--- config.mk ---
export PLATFORM = sky130hd
export DESIGN_NAME = mul_sequencer
export DESIGN_NICKNAME = d
export VERILOG_FILES = /design/src/rtl/mul_sequencer.sv
export SDC_FILE = /design/constraint.sdc
export NUM_CORES = 1
export LEC_CHECK = 0
export ABC_CLOCK_PERIOD_IN_PS = 6500
export BUFFER_PORTS_ARGS = -buffer_cell sky130_fd_sc_hd__buf_4
export CAP_MARGIN = 20
export CORE_ASPECT_RATIO = 1.1
export CORE_UTILIZATION = 35
export CTS_CLUSTER_DIAMETER = 80
export CTS_CLUSTER_SIZE = 14
export DETAILED_ROUTE_END_ITERATION = 6
export GPL_ROUTABILITY_DRIVEN = 0
export GPL_TIMING_DRIVEN = 0
export PLACE_DENSITY = 0.62
export SLEW_MARGIN = 20
export SYNTH_ARGS = -nofsm -noshare
export SYNTH_HDL_FRONTEND = slang
export SYNTH_SLANG_ARGS = --single-unit
--- constraint.sdc ---
create_clock -name clk_i -period 6.5 [get_ports clk_i]
set_input_delay 0.325 -clock clk_i [delete_from_list [all_inputs] [get_ports clk_i]]
set_output_delay 0.325 -clock clk_i [all_outputs]
set_load 0.01 [all_outputs]
--- src/rtl/mul_sequencer.sv ---
// Multi-cycle signed shift-add multiplier beside the EX-stage ALU.
// A MUL request stalls the pipeline for WIDTH+1 cycles. The 2*WIDTH product
// is then presented with a one-cycle done_o pulse. Other ALU operations pass
// through without stalling.
// Ports:
//   clk_i       clock, rising edge
//   rst_i       synchronous active-high reset
//   valid_i     EX stage holds a valid instruction
//   alu_ctrl_i  decoded ALU control code
//   flush_i     pipeline flush; aborts a multiply in progress
//   data1_i     multiplicand (two's complement)
//   data2_i     multiplier (two's complement)
//   stall_o     freezes PC, IF/ID and ID/EX (combinational)
//   busy_o      high while the multiply is running
//   done_o      one-cycle pulse; product_o valid
//   product_o   signed product {hi, lo}
module mul_sequencer #(
  parameter int unsigned WIDTH    = 32,
  parameter logic [2:0]  MUL_CTRL = 3'b011
) (
  input  logic                 clk_i,
  input  logic                 rst_i,
  input  logic                 valid_i,
  input  logic [2:0]           alu_ctrl_i,
  input  logic                 flush_i,
  input  logic [WIDTH-1:0]     data1_i,
  input  logic [WIDTH-1:0]     data2_i,
  output logic                 stall_o,
  output logic                 busy_o,
  output logic                 done_o,
  output logic [2*WIDTH-1:0]   product_o
);

  localparam int unsigned PW = 2 * WIDTH;
  localparam int unsigned CW = $clog2(WIDTH);

  localparam logic [1:0] S_IDLE = 2'd0;
  localparam logic [1:0] S_RUN  = 2'd1;
  localparam logic [1:0] S_DONE = 2'd2;

  logic [1:0]       state_q,   state_d;
  logic [CW-1:0]    count_q,   count_d;
  logic [WIDTH-1:0] mcand_q,   mcand_d;
  logic [WIDTH-1:0] mplier_q,  mplier_d;
  logic             neg_q,     neg_d;
  logic [PW-1:0]    acc_q,     acc_d;
  logic [PW-1:0]    product_q, product_d;

  logic             req_c;
  logic [PW-1:0]    acc_sum_c;

  assign req_c = valid_i && (alu_ctrl_i == MUL_CTRL) && !flush_i;

  // Accumulator including this step's partial product.
  assign acc_sum_c = acc_q + (mplier_q[0] ? (PW'(mcand_q) << count_q) : {PW{1'b0}});

  // Next-state and datapath update.
  always_comb begin
    state_d   = state_q;
    count_d   = count_q;
    mcand_d   = mcand_q;
    mplier_d  = mplier_q;
    neg_d     = neg_q;
    acc_d     = acc_q;
    product_d = product_q;
    case (state_q)
      S_IDLE: begin
        if (req_c) begin
          // Magnitudes are unsigned, so the most-negative operand still fits.
          mcand_d  = data1_i[WIDTH-1] ? (~data1_i + WIDTH'(1)) : data1_i;
          mplier_d = data2_i[WIDTH-1] ? (~data2_i + WIDTH'(1)) : data2_i;
          neg_d    = data1_i[WIDTH-1] ^ data2_i[WIDTH-1];
          acc_d    = {PW{1'b0}};
          count_d  = {CW{1'b0}};
          state_d  = S_RUN;
        end
      end
      S_RUN: begin
        if (flush_i) begin
          state_d = S_IDLE;
        end else begin
          acc_d    = acc_sum_c;
          mplier_d = mplier_q >> 1;
          count_d  = count_q + CW'(1);
          if (count_q == CW'(WIDTH - 1)) begin
            state_d   = S_DONE;
            product_d = neg_q ? (~acc_sum_c + PW'(1)) : acc_sum_c;
          end
        end
      end
      // The finished instruction is still in EX, so a request here is ignored.
      S_DONE:  state_d = S_IDLE;
      default: state_d = S_IDLE;
    endcase
  end

  // State and datapath registers.
  always_ff @(posedge clk_i) begin
    if (rst_i) begin
      state_q   <= S_IDLE;
      count_q   <= {CW{1'b0}};
      mcand_q   <= {WIDTH{1'b0}};
      mplier_q  <= {WIDTH{1'b0}};
      neg_q     <= 1'b0;
      acc_q     <= {PW{1'b0}};
      product_q <= {PW{1'b0}};
    end else begin
      state_q   <= state_d;
      count_q   <= count_d;
      mcand_q   <= mcand_d;
      mplier_q  <= mplier_d;
      neg_q     <= neg_d;
      acc_q     <= acc_d;
      product_q <= product_d;
    end
  end

  assign stall_o   = ((state_q == S_IDLE) && req_c) || (state_q == S_RUN);
  assign busy_o    = (state_q == S_RUN);
  assign done_o    = (state_q == S_DONE);
  assign product_o = product_q;

endmodule

# Word-level counts from Yosys, hierarchy flattened
# Index checks and enable logic that the tools add are counted.
classes:
  n_addsub: 5
  eq_ne: 7
  n_shift: 1
  muxes: 17
  bitwise_logic: 5
  n_reduce_logical: 11
op_table:
  columns: ["operator", "n"]
  rows:
  - ["two-way mux 64 bit", 4]
  - ["two-way mux 32 bit", 4]
  - ["one-hot mux 64 bit (2 select lines)", 1]
  - ["adder 32 x 1 -> 32 bit, second input constant", 2]
  - ["adder 64 x 1 -> 64 bit, second input constant", 1]
  - ["adder 64 bit", 1]
  - ["inverter 32 bit", 2]
  - ["inverter 64 bit", 1]
  - ["one-hot mux 32 bit (2 select lines)", 1]
  - ["left shift 32 x 5 -> 64 bit", 1]
  - ["two-way mux 5 bit", 2]
  - ["one-hot mux 5 bit (2 select lines)", 1]
  - ["two-way mux 2 bit", 3]
  - ["AND reduction 3 bit", 2]
  - ["adder 5 x 1 -> 5 bit, second input constant", 1]
  - ["equality test 5 bit, second input constant", 1]
  - ["inequality test 2 bit, second input constant", 2]
  - ["one-hot mux 2 bit (2 select lines)", 1]
  - ["AND reduction 2 bit", 2]
  - ["equality test 3 x 2 -> 1 bit, second input constant", 1]
  - ["logical AND 1 bit", 3]
  - ["inequality test 3 x 2 -> 1 bit, second input constant", 1]
  - ["equality test 2 x 1 -> 1 bit, second input constant", 1]
  - ["equality test 2 bit, second input constant", 1]
  - ["other kinds (6)", 6]
word_totals:
  regBits: 200
  input_bits: 71
  out_inout_bits: 67
  elab_cells: 53

# Depth between registers and ports, before layout
# Gate-level depths: netlist (run 1).
depth:
  word_depth: 6
  mapped_depth: 25
  ltp_nobuf: 21

# Worst setup path before layout (run 1)
# OpenSTA, ideal clock, no wires.
synth_path:
  kind: "register to register"
  startpoint: "reg count_q[0]"
  endpoint: "reg product_q[45], in the netlist product_o[45]"
  setup_ns: 0.086
  t_arrival_ns: 5.901
  required_ns: 6.414
  slack_ns: 0.514
  path_stages_with_launch: 23
  n_path_buf: 4
  period_less_slack_ns: 5.986
  path_cell_list: "dfxtp_1 -> buf_1 -> mux4_2 -> a21oi_1 -> mux2_2 -> mux2i_1 -> and2_1 -> ha_1 -> clkbuf_1 -> nand4_1 -> nor4_1 -> a221oi_1 -> o21a_1 -> nand2_1 -> xor2_1 -> or4b_4 -> or4_1 -> buf_2 -> or2_1 -> buf_6 -> o41ai_1 -> xor2_1 -> a211oi_1"
synth_between:
  elab_chain_cells: 6
  elab_cells_between_ends: 8
  cone_classes: "2 x add/sub; 1 x eq/ne; 1 x shift; 2 x mux; 1 x bitwise; 1 x reduce/logical"
synth_lines:
  columns: ["element", "line", "source"]
  rows:
  - ["start, declared", "42", "logic [CW-1:0] count_q, count_d;"]
  - ["start signal, assigned", "101", "count_q <= {CW{1'b0}};"]
  - ["start signal, assigned", "109", "count_q <= count_d;"]
  - ["left shift 32 x 5 -> 64 bit", "55", "assign acc_sum_c = acc_q + (mplier_q[0] ? (PW'(mcand_q) << count_q) : {PW{1'b0}});"]
  - ["two-way mux 64 bit", "55", null]
  - ["adder 64 bit", "55", null]
  - ["inverter 64 bit", "87", "product_d = neg_q ? (~acc_sum_c + PW'(1)) : acc_sum_c;"]
  - ["adder 64 x 1 -> 64 bit", "87", null]
  - ["two-way mux 64 bit", "87", null]
  - ["end signal, assigned", "106", "product_q <= {PW{1'b0}};"]
  - ["end signal, assigned", "114", "product_q <= product_d;"]
  - ["end, declared", "47", "logic [PW-1:0] product_q, product_d;"]
# Parallel ways exist; a longest one is shown, timed or not.
# A chain may end at the register's enable or synchronous reset.

# Worst setup path after layout (run 1)
layout_path:
  startpoint: "reg count_q[1]"
  endpoint: "reg product_q[63], in the netlist product_o[63]"
# Same word-level chain as after synthesis.

==> results by group, run 1 <==
Floorplan
  – Initial core utilization: 0.355
  – X dimension of the die: about 210 µm
  – Top Ports: ~140
  – Core area: around 0.047 mm²
  – Vert. Die Dim: 230 µm
  – Die ar.: around 0.048 mm²
  – Number of placement rows: 83

Final layout
  – Layout area overhead: 16.4%
  – ANT cells: 0
  – Final net count: approximately 2500
  – Final core area utilization: 0.413
  – Filler cells: between 4000 and 5000
  – Share of post-route cells with drive strength above 1: 0.132

GRT
  – Number of global-route vias before repair: 17062
  – Global-route met2 utilization: 0.424
  – Met3 track demand over resource in global routing: 0.0392
  – Initial antenna violation count: 1
  – First-pass GRT wire length: around 96000 µm
  – Busiest layer in global routing: met2
  – Global Route Usage Sum: 0.254
  – Largest net degree at the start of global routing: 21
  – Routing usage on met1: 0.312
  – Final global-route overflow total: 0

Detailed routing
  – Number of optimization iterations in the first detailed-route pass: 6
  – Via density: 5.97
  – Detailed-route wire length: around 63000 µm
  – ANT nets after route: 0
  – Count of routing violations after the opening detailed-route iteration: between 1500 and 2000
  – Final routed wire length divided by cell count: 20.9 µm
  – DRC Markers: 0
  – Number of vias after detailed routing: around 18000

Worst setup path
  – Crit path cell chain: clkbuf_4, clkbuf_4, mux4_2, mux2i_1, mux2_2, nand2_1, o311a_1, ha_1, clkbuf_1, nand4_1, nor3_1, nand2_1, a2111o_1, and3_1, xnor2_1, a2111oi_4, nand3_2, or3_1, o41ai_2, xnor2_1, o21ai_1
  – Capturing point of the worst reg2reg path: product_o[63]
  – Reg2reg start: count_q[1]
  – Required time at the endpoint of the critical path: a little under 7 ns
  – Slowest stage cell on the critical path: sky130_fd_sc_hd__a2111o_1
  – Crit path capture: product_o[63]
  – Largest fanout on the critical path: 10
  – CP peak stage delay: between 0.4 and 0.5 ns
  – R2r setup slk: roughly 0.18 ns
  – Logic depth of the worst register-to-register path: 21
  – Startpoint Class: flop
  – Critical Setup Path Class: flop to flop
  – Crit end category: flop
  – Arr. time, crit path: around 6.7 ns
  – CP startpoint: count_q[1]

STA
  – Minimum clock period: about 6.3 ns
  – Max frequency: 0.158 GHz
  – Setup tns final: 0 ns
  – Period utilization: 0.973
  – Final Max Slew Viols: 0
  – Endpoints failing hold: 0
  – Rel. slew slack: 0.253
  – Final number of setup-violating endpoints: 0
  – Worst Clk Skew: roughly 0.019 ns
  – Transition time at the pin with the least slew margin: roughly 1.1 ns
  – Fin Hold WS: approximately 0.14 ns

Yosys
  – Count of yosys warnings during synthesis: 0
  – Post-synthesis instance total: between 2000 and 2500
  – Fraction of synthesis flops using an asynchronous set or reset pin: 0
  – Cell with the most instances after synthesis: sky130_fd_sc_hd__nor2_1
  – Post-Syn Area per Cell: between 7 and 8 µm²
  – Post-synthesis instance area: 0.0166 mm²
  – Number of synthesized flops with an enable pin: 0
  – Synthesized flop and latch total: 200
  – Share of synthesized area occupied by flip-flops and latches: 0.242
  – Most instantiated cells after synthesis: sky130_fd_sc_hd__nor2_1, sky130_fd_sc_hd__nand2_1, sky130_fd_sc_hd__dfxtp_1
  – Largest cells by area after synthesis: sky130_fd_sc_hd__dfxtp_1, sky130_fd_sc_hd__nor2_1, sky130_fd_sc_hd__a21oi_1, sky130_fd_sc_hd__xor2_1, sky130_fd_sc_hd__a211oi_1
  – Largest area contributor in the netlist: sky130_fd_sc_hd__dfxtp_1
  – Post-Syn Nets: between 2000 and 2500
  – Number of library cell types mapped by synthesis: 84
  – Predominant post-synthesis flop cell: sky130_fd_sc_hd__dfxtp_1
  – Area share of the largest cell type after synthesis: 0.242

Power
  – Internal power: about 1.9 mW
  – Cell Pwr Density: around 130 mW/mm²
  – Peak VDD IR: 166 µV
  – Share of power burned in the clock network: 0.439
  – Sequential Power Share: 0.477
  – Switching share of power: 0.281
  – Leakage: between 7 and 8 nW
  – Fraction of power consumed by combinational cells: 0.084
  – Reported net switching power: around 730 µW
  – Total power of the final layout: around 2.6 mW

Placement
  – # port buffers: 136
  – Half-perimeter wire length of the detailed placement result: about 50000 µm

Status
  – Outcome: completed

Clock tree
  – Clock Root Buffer: sky130_fd_sc_hd__clkbuf_16
  – Latest clock arrival within the worst-skew pair: 0.48 ns
  – Number of levels in the clock H-tree: 4
  – TritonCTS clock tree: done
  – CTS clk-pin slew, worst paths: approximately 0.090 ns
  – CTS sink count: 200
  – Number of hold-repair buffers added at the cts stage: 0
  – Largest buffer count on any clock path: 2
  – CTS buffer count: 17

Job
  – Max_cap viols: 0

Worst hold path
  – Path type of the worst min-delay path: input port to flop
[timing repair]
item / 4_1_cts / 5_1_grt
resized for setup: 27 / 64
pin swaps: 5 / 7
cloned: 0 / 0
setup buffers: 5 / 7
setup endpoints to repair: 34 / 31
[worst max-delay path, delay by kind of cell (launching register included)]
| family | cells | cell delay [ns] |
|---|---|---|
| XOR/XNOR | 2 | 0.42 |
| adder cells (fa/ha/maj) | 1 | 0.32 |
| flip-flops | 1 | 0.42 |
| AO/OA/AOI/OAI | 5 | 1.45 |
| AND/OR/NAND/NOR | 7 | 1.88 |
| buffers and inverters | 3 | 0.84 |
| multiplexers | 3 | 0.83 |
[area by class of cell]
type / count / area [µm²] / share of cell area
buffer: 151 / 624 / 0.0324
inverter: 31 / 116 / 0.00603
multi-input combinational: 1845 / 12100 / 0.626
clock buffer: 18 / 429 / 0.0222
sequential: 200 / 4010 / 0.208
timing repair buffer: 148 / 1110 / 0.0576
tap: 595 / 744 / 0.0386
clock inverter: 14 / 179 / 0.00927
[state kept, by name (all words and copies together) (netlist names)]
signal     count
state_q        2
acc_q         64
neg_q          1
mplier_q      32
count_q        5
product_o     64
mcand_q       32
[stage by stage]
stage	std cells	setup slack, ns	area, µm²
after floorplan	2237	0.514	16600
after global placement	2968	-1.30	18300
after detailed placement	2968	-1.38	18400
after CTS	3004	0.00145	19100
after global routing	3002	-0.0367	19300
final	3002	0.178	19300
[logic make-up (layout without fill, tap and decap cells)]
kind of cell,Yosys count,after routing,share of synthesized area
AND/OR/NAND/NOR,861,861,0.237
XOR/XNOR,164,164,0.0866
flip-flops,200,200,0.242
multiplexers,81,81,0.0684
adder cells (fa/ha/maj),69,69,0.0525
AO/OA/AOI/OAI,670,670,0.269
buffers and inverters,192,362,0.0446
[placed cells by master (no fill, tap or decap), types with 17 or more instances in the layout]
cell | synthesis | layout
sky130_fd_sc_hd__buf_4 | 0 | 151
sky130_fd_sc_hd__nand2_1 | 232 | 232
sky130_fd_sc_hd__ha_1 | 68 | 68
sky130_fd_sc_hd__a31oi_1 | 32 | 30
sky130_fd_sc_hd__clkbuf_16 | 0 | 17
sky130_fd_sc_hd__nand4_1 | 46 | 46
sky130_fd_sc_hd__a21o_1 | 20 | 20
sky130_fd_sc_hd__o21a_1 | 20 | 20
sky130_fd_sc_hd__a22oi_1 | 18 | 18
sky130_fd_sc_hd__nand3_1 | 71 | 70
sky130_fd_sc_hd__nor2_1 | 328 | 326
sky130_fd_sc_hd__o31ai_1 | 32 | 28
sky130_fd_sc_hd__o22ai_1 | 17 | 17
sky130_fd_sc_hd__xnor2_1 | 56 | 56
sky130_fd_sc_hd__a211oi_1 | 120 | 118
sky130_fd_sc_hd__o21ai_0 | 94 | 81
sky130_fd_sc_hd__clkbuf_1 | 133 | 117
sky130_fd_sc_hd__o21ai_1 | 11 | 22
sky130_fd_sc_hd__and2_1 | 23 | 23
sky130_fd_sc_hd__or3_1 | 32 | 32
sky130_fd_sc_hd__nor3_1 | 38 | 37
sky130_fd_sc_hd__mux2_2 | 18 | 18
sky130_fd_sc_hd__xor2_1 | 108 | 108
sky130_fd_sc_hd__dfxtp_1 | 200 | 198
sky130_fd_sc_hd__inv_1 | 31 | 31
sky130_fd_sc_hd__mux2i_1 | 39 | 36
sky130_fd_sc_hd__a21oi_1 | 190 | 178
sky130_fd_sc_hd__mux4_2 | 24 | 24
[power groups by stage]
stage,combinational [mW],clock (mW),sequential (mW)
after floorplan,0.115,0,1.27
after global placement,0.208,0,1.27
after detailed placement,0.212,0,1.27
after CTS,0.215,1.15,1.24
after global routing,0.236,1.20,1.24
final,0.218,1.14,1.24
[layer usage]
metal  up-vias  wire length (µm)
met2       848             29400
li1       8523                 -
met3       158              4730
met1      8389             25600
met5         -                 0
met4         0              3080
[worst min-delay path by stage]
stage / end / depth (start not counted) / startpoint / slack, ns
6_report: mcand_q[0] / 3 / data1_i[0] / 0.14
2_1_floorplan: mplier_q[2] / 2 / mplier_q[2] / 0.43
3_3_place_gp: mplier_q[2] / 2 / mplier_q[2] / 0.44
3_5_place_dp: mplier_q[2] / 2 / mplier_q[2] / 0.45
4_1_cts: mcand_q[0] / 3 / data1_i[0] / 0.13
5_1_grt: mcand_q[0] / 3 / data1_i[0] / 0.15
No activity file was read; power rests on OpenSTA's default activity.
==> run 2, diff against run 1 <==
--- a/config.mk
+++ b/config.mk
@@ -16,7 +16,7 @@
 export GPL_ROUTABILITY_DRIVEN = 0
 export GPL_TIMING_DRIVEN = 0
 export PLACE_DENSITY = 0.62
-export SLEW_MARGIN = 20
+export SETUP_SLACK_MARGIN = 0.2
 export SYNTH_ARGS = -nofsm -noshare
 export SYNTH_HDL_FRONTEND = slang
 export SYNTH_SLANG_ARGS = --single-unit
==> run 2 against run 1 <==
Against the previous run:
- wire length is 0.28% higher
- worst setup slack better by 0.13 ns
- largest cell class unchanged
- first-iteration DRC count is 5.1% higher
- flip-flop and latch count stayed put
- maximum frequency is 2.0% higher
- register-to-register slack better by 0.13 ns
- via count is 1.3% higher
- sequential share of layout area is 0.23 points lower
- clock-buffer cell count stayed put
==> results by group, run 2 (synthesis gave the netlist of run 1 again) <==
Status
  – Outcome: completed

Final layout
  – Most used cells in the layout excluding fill and tap cells: sky130_fd_sc_hd__nor2_1, sky130_fd_sc_hd__nand2_1, sky130_fd_sc_hd__dfxtp_1, sky130_fd_sc_hd__a21oi_1, sky130_fd_sc_hd__buf_4
  – Layout area overhead: 17.7%
  – Most common library cell in the layout ignoring fill and taps: sky130_fd_sc_hd__nor2_1
  – ANT cells: 0
  – Register area: 0.00401 mm²
  – Share of post-route cells with drive strength above 1: 0.148
  – Fin cells: about 3000
  – Filler cells: between 4000 and 5000
  – Area of the multi-input gates: approximately 0.012 mm²
  – Final core area utilization: 0.418
  – Final net count: ~2600

Worst setup path
  – Reg2reg start: count_q[0]
  – Largest fanout on the critical path: 10
  – Critical Setup Path Class: flop to flop
  – CP peak stage delay: 0.49 ns
  – Cell type group with the largest total delay on the critical path: compound AO/OA/AOI/OAI gates
  – Count of buffer and inverter cells on the critical path: 5
  – Crit path cell chain: buf_4, clkbuf_4, nor2_1, nand2_1, nor2_1, a21oi_1, mux2_2, nor2_1, ha_1, clkbuf_2, a21oi_1, o21ai_0, a2bb2oi_1, nand3_1, a31oi_2, xor2_1, nand3_2, or4_1, buf_2, or2_1, clkbuf_2, o31ai_2, xor2_1, a211oi_1
  – Crit end category: flop
  – Cell seen most often among critical-path stages: sky130_fd_sc_hd__nor2_1
  – Required time at the endpoint of the critical path: roughly 6.9 ns
  – R2r setup slk: around 0.30 ns
  – Logic depth of the worst register-to-register path: 24
  – Capturing point of the worst reg2reg path: product_o[56]
  – Startpoint Class: flop
  – Arr. time, crit path: approximately 6.6 ns
  – Slowest stage cell on the critical path: sky130_fd_sc_hd__or4_1

Clock tree
  – CTS clk-pin slew, worst paths: roughly 0.090 ns
  – Latest clock arrival within the worst-skew pair: 0.47 ns
  – CTS buffer count: 17
  – TritonCTS clock tree: done
  – Largest buffer count on any clock path: 2
  – CTS sink count: 200
  – Number of levels in the clock H-tree: 4
  – Clock Root Buffer: sky130_fd_sc_hd__clkbuf_16

STA
  – Minimum clock period: 6.20 ns
  – Rel. slew slack: 0.261
  – Worst Clk Skew: ~0.015 ns
  – Endpoints failing hold: 0
  – Max frequency: between 0.15 and 0.2 GHz
  – Setup tns final: 0 ns
  – Period utilization: 0.953
  – Setup repair after global routing missed its margin: false
  – Transition time at the pin with the least slew margin: 1.11 ns
  – Final number of setup-violating endpoints: 0
  – Worst-case setup margin in the final layout: roughly 0.3 ns
  – Fin Hold WS: 0.130 ns
  – Final Max Slew Viols: 0

Floorplan
  – Vert. Die Dim: around 230 µm
  – X dimension of the die: ~210 µm
  – Top Ports: roughly 140
  – Core area: between 0.04 and 0.05 mm²
  – Initial core utilization: 0.355
  – Die ar.: ~0.048 mm²
  – Number of placement rows: between 80 and 90

Power
  – Peak VDD IR: approximately 170 µV
  – Cell Pwr Density: 133 mW/mm²
  – Leakage: between 7 and 8 nW

Detailed routing
  – Final routed wire length divided by cell count: about 21 µm
  – ANT nets after route: 0
  – Count of routing violations after the opening detailed-route iteration: around 1900
  – DRC Markers: 0
  – Via density: 6.01
  – Number of vias after detailed routing: between 15000 and 20000
  – Detailed-route wire length: ~63000 µm
  – Number of optimization iterations in the first detailed-route pass: 6

GRT
  – First-pass GRT wire length: roughly 95000 µm
  – Largest net degree at the start of global routing: 21
  – Initial antenna violation count: 2
  – Global Route Usage Sum: 0.253
  – Final global-route overflow total: 0
  – Number of global-route vias before repair: between 15000 and 20000

Placement
  – # port buffers: ~140
  – Total placed cells including tap cells: between 2000 and 3000
  – Setup slack at placement: -1.47 ns
  – Half-perimeter wire length of the detailed placement result: about 50000 µm

Worst hold path
  – Path type of the worst min-delay path: input port to flop
  – Hold_sp: data1_i[0]
  – Worst min-delay path endpoint: mcand_q[0]
  – Number of stages on the worst hold path: 3

Job
  – Max_cap viols: 0
-- run 2: cell types whose count changed in the layout (fill, tap and decap cells not counted), moves of 2 or more --
cell,previous run,this run
sky130_fd_sc_hd__o21ai_1,22,20
sky130_fd_sc_hd__nor3_2,2,4
sky130_fd_sc_hd__buf_2,3,7
sky130_fd_sc_hd__buf_6,2,4
sky130_fd_sc_hd__a31oi_2,2,4
sky130_fd_sc_hd__a21oi_2,12,14
sky130_fd_sc_hd__clkbuf_4,5,2
sky130_fd_sc_hd__a31oi_1,30,28
sky130_fd_sc_hd__clkbuf_2,7,24
sky130_fd_sc_hd__nor3_1,37,35
sky130_fd_sc_hd__a21oi_1,178,175
sky130_fd_sc_hd__buf_4,151,156
sky130_fd_sc_hd__clkbuf_1,117,108
-- run 2: final cells by class --
type,count,area share
Multi-Input combinational cell,1845,0.624
Sequential cell,200,0.205
Timing Repair Buffer,156,0.0601
Tap cell,595,0.0382
Buffer,161,0.0354
Clock buffer,18,0.0220
Clock inverter,14,0.00936
Inverter,31,0.00596
-- run 2: worst reg2reg max path, delay by kind of cell, from the launching register on --
family          cells  cell delay [ns]
flops               1             0.43
simple gates        8             1.50
xor+xnor            2             0.44
compound gates      7             2.07
buf+inv             5             1.08
mux                 1             0.28
fa+ha+maj           1             0.28
-- run 2: power breakdown --
group / internal [mW] / switching (mW)
Combinational: 0.0829 / 0.137
Sequential: 1.23 / 0.00788
Clock: 0.555 / 0.587
Total: 1.87 / 0.732
-- run 2: worst max-delay path by stage --
stage | endpoint | startpoint | cells after the start
finish | product_o[56] | count_q[0] | 24
global route | product_o[61] | count_q[0] | 24
CTS | product_o[45] | count_q[0] | 23
detailed placement | product_o[50] | count_q[0] | 23
global placement | product_o[50] | count_q[1] | 22
floorplan | product_o[45] | count_q[0] | 22
-- run 2: per-stage QoR --
stage | cell area [µm²] | power [mW]
after global routing | 19500 | 2.69
after detailed placement | 18400 | 1.48
after global placement | 18300 | 1.48
after CTS | 19200 | 2.61
after floorplan | 16600 | 1.38
final | 19500 | 2.60
-- run 2: timing repair --
| item | 4_1_cts | 5_1_grt |
|---|---|---|
| hold buffers | 0 | 0 |
| endpoints found under the setup margin | 38 | 28 |
| buffers inserted | 9 | 8 |
| pin swaps | 8 | 8 |
| endpoints found under the hold margin | 0 | 0 |
| resized for setup | 45 | 102 |
-- run 2: layer usage --
metal	global-route usage	vias up	part of all wire
li1	-	8574	-
met1	0.315	8451	0.41
met2	0.419	942	0.46
met3	0.0407	187	0.080
met4	0.131	2	0.056
met5	0	-	0.00030
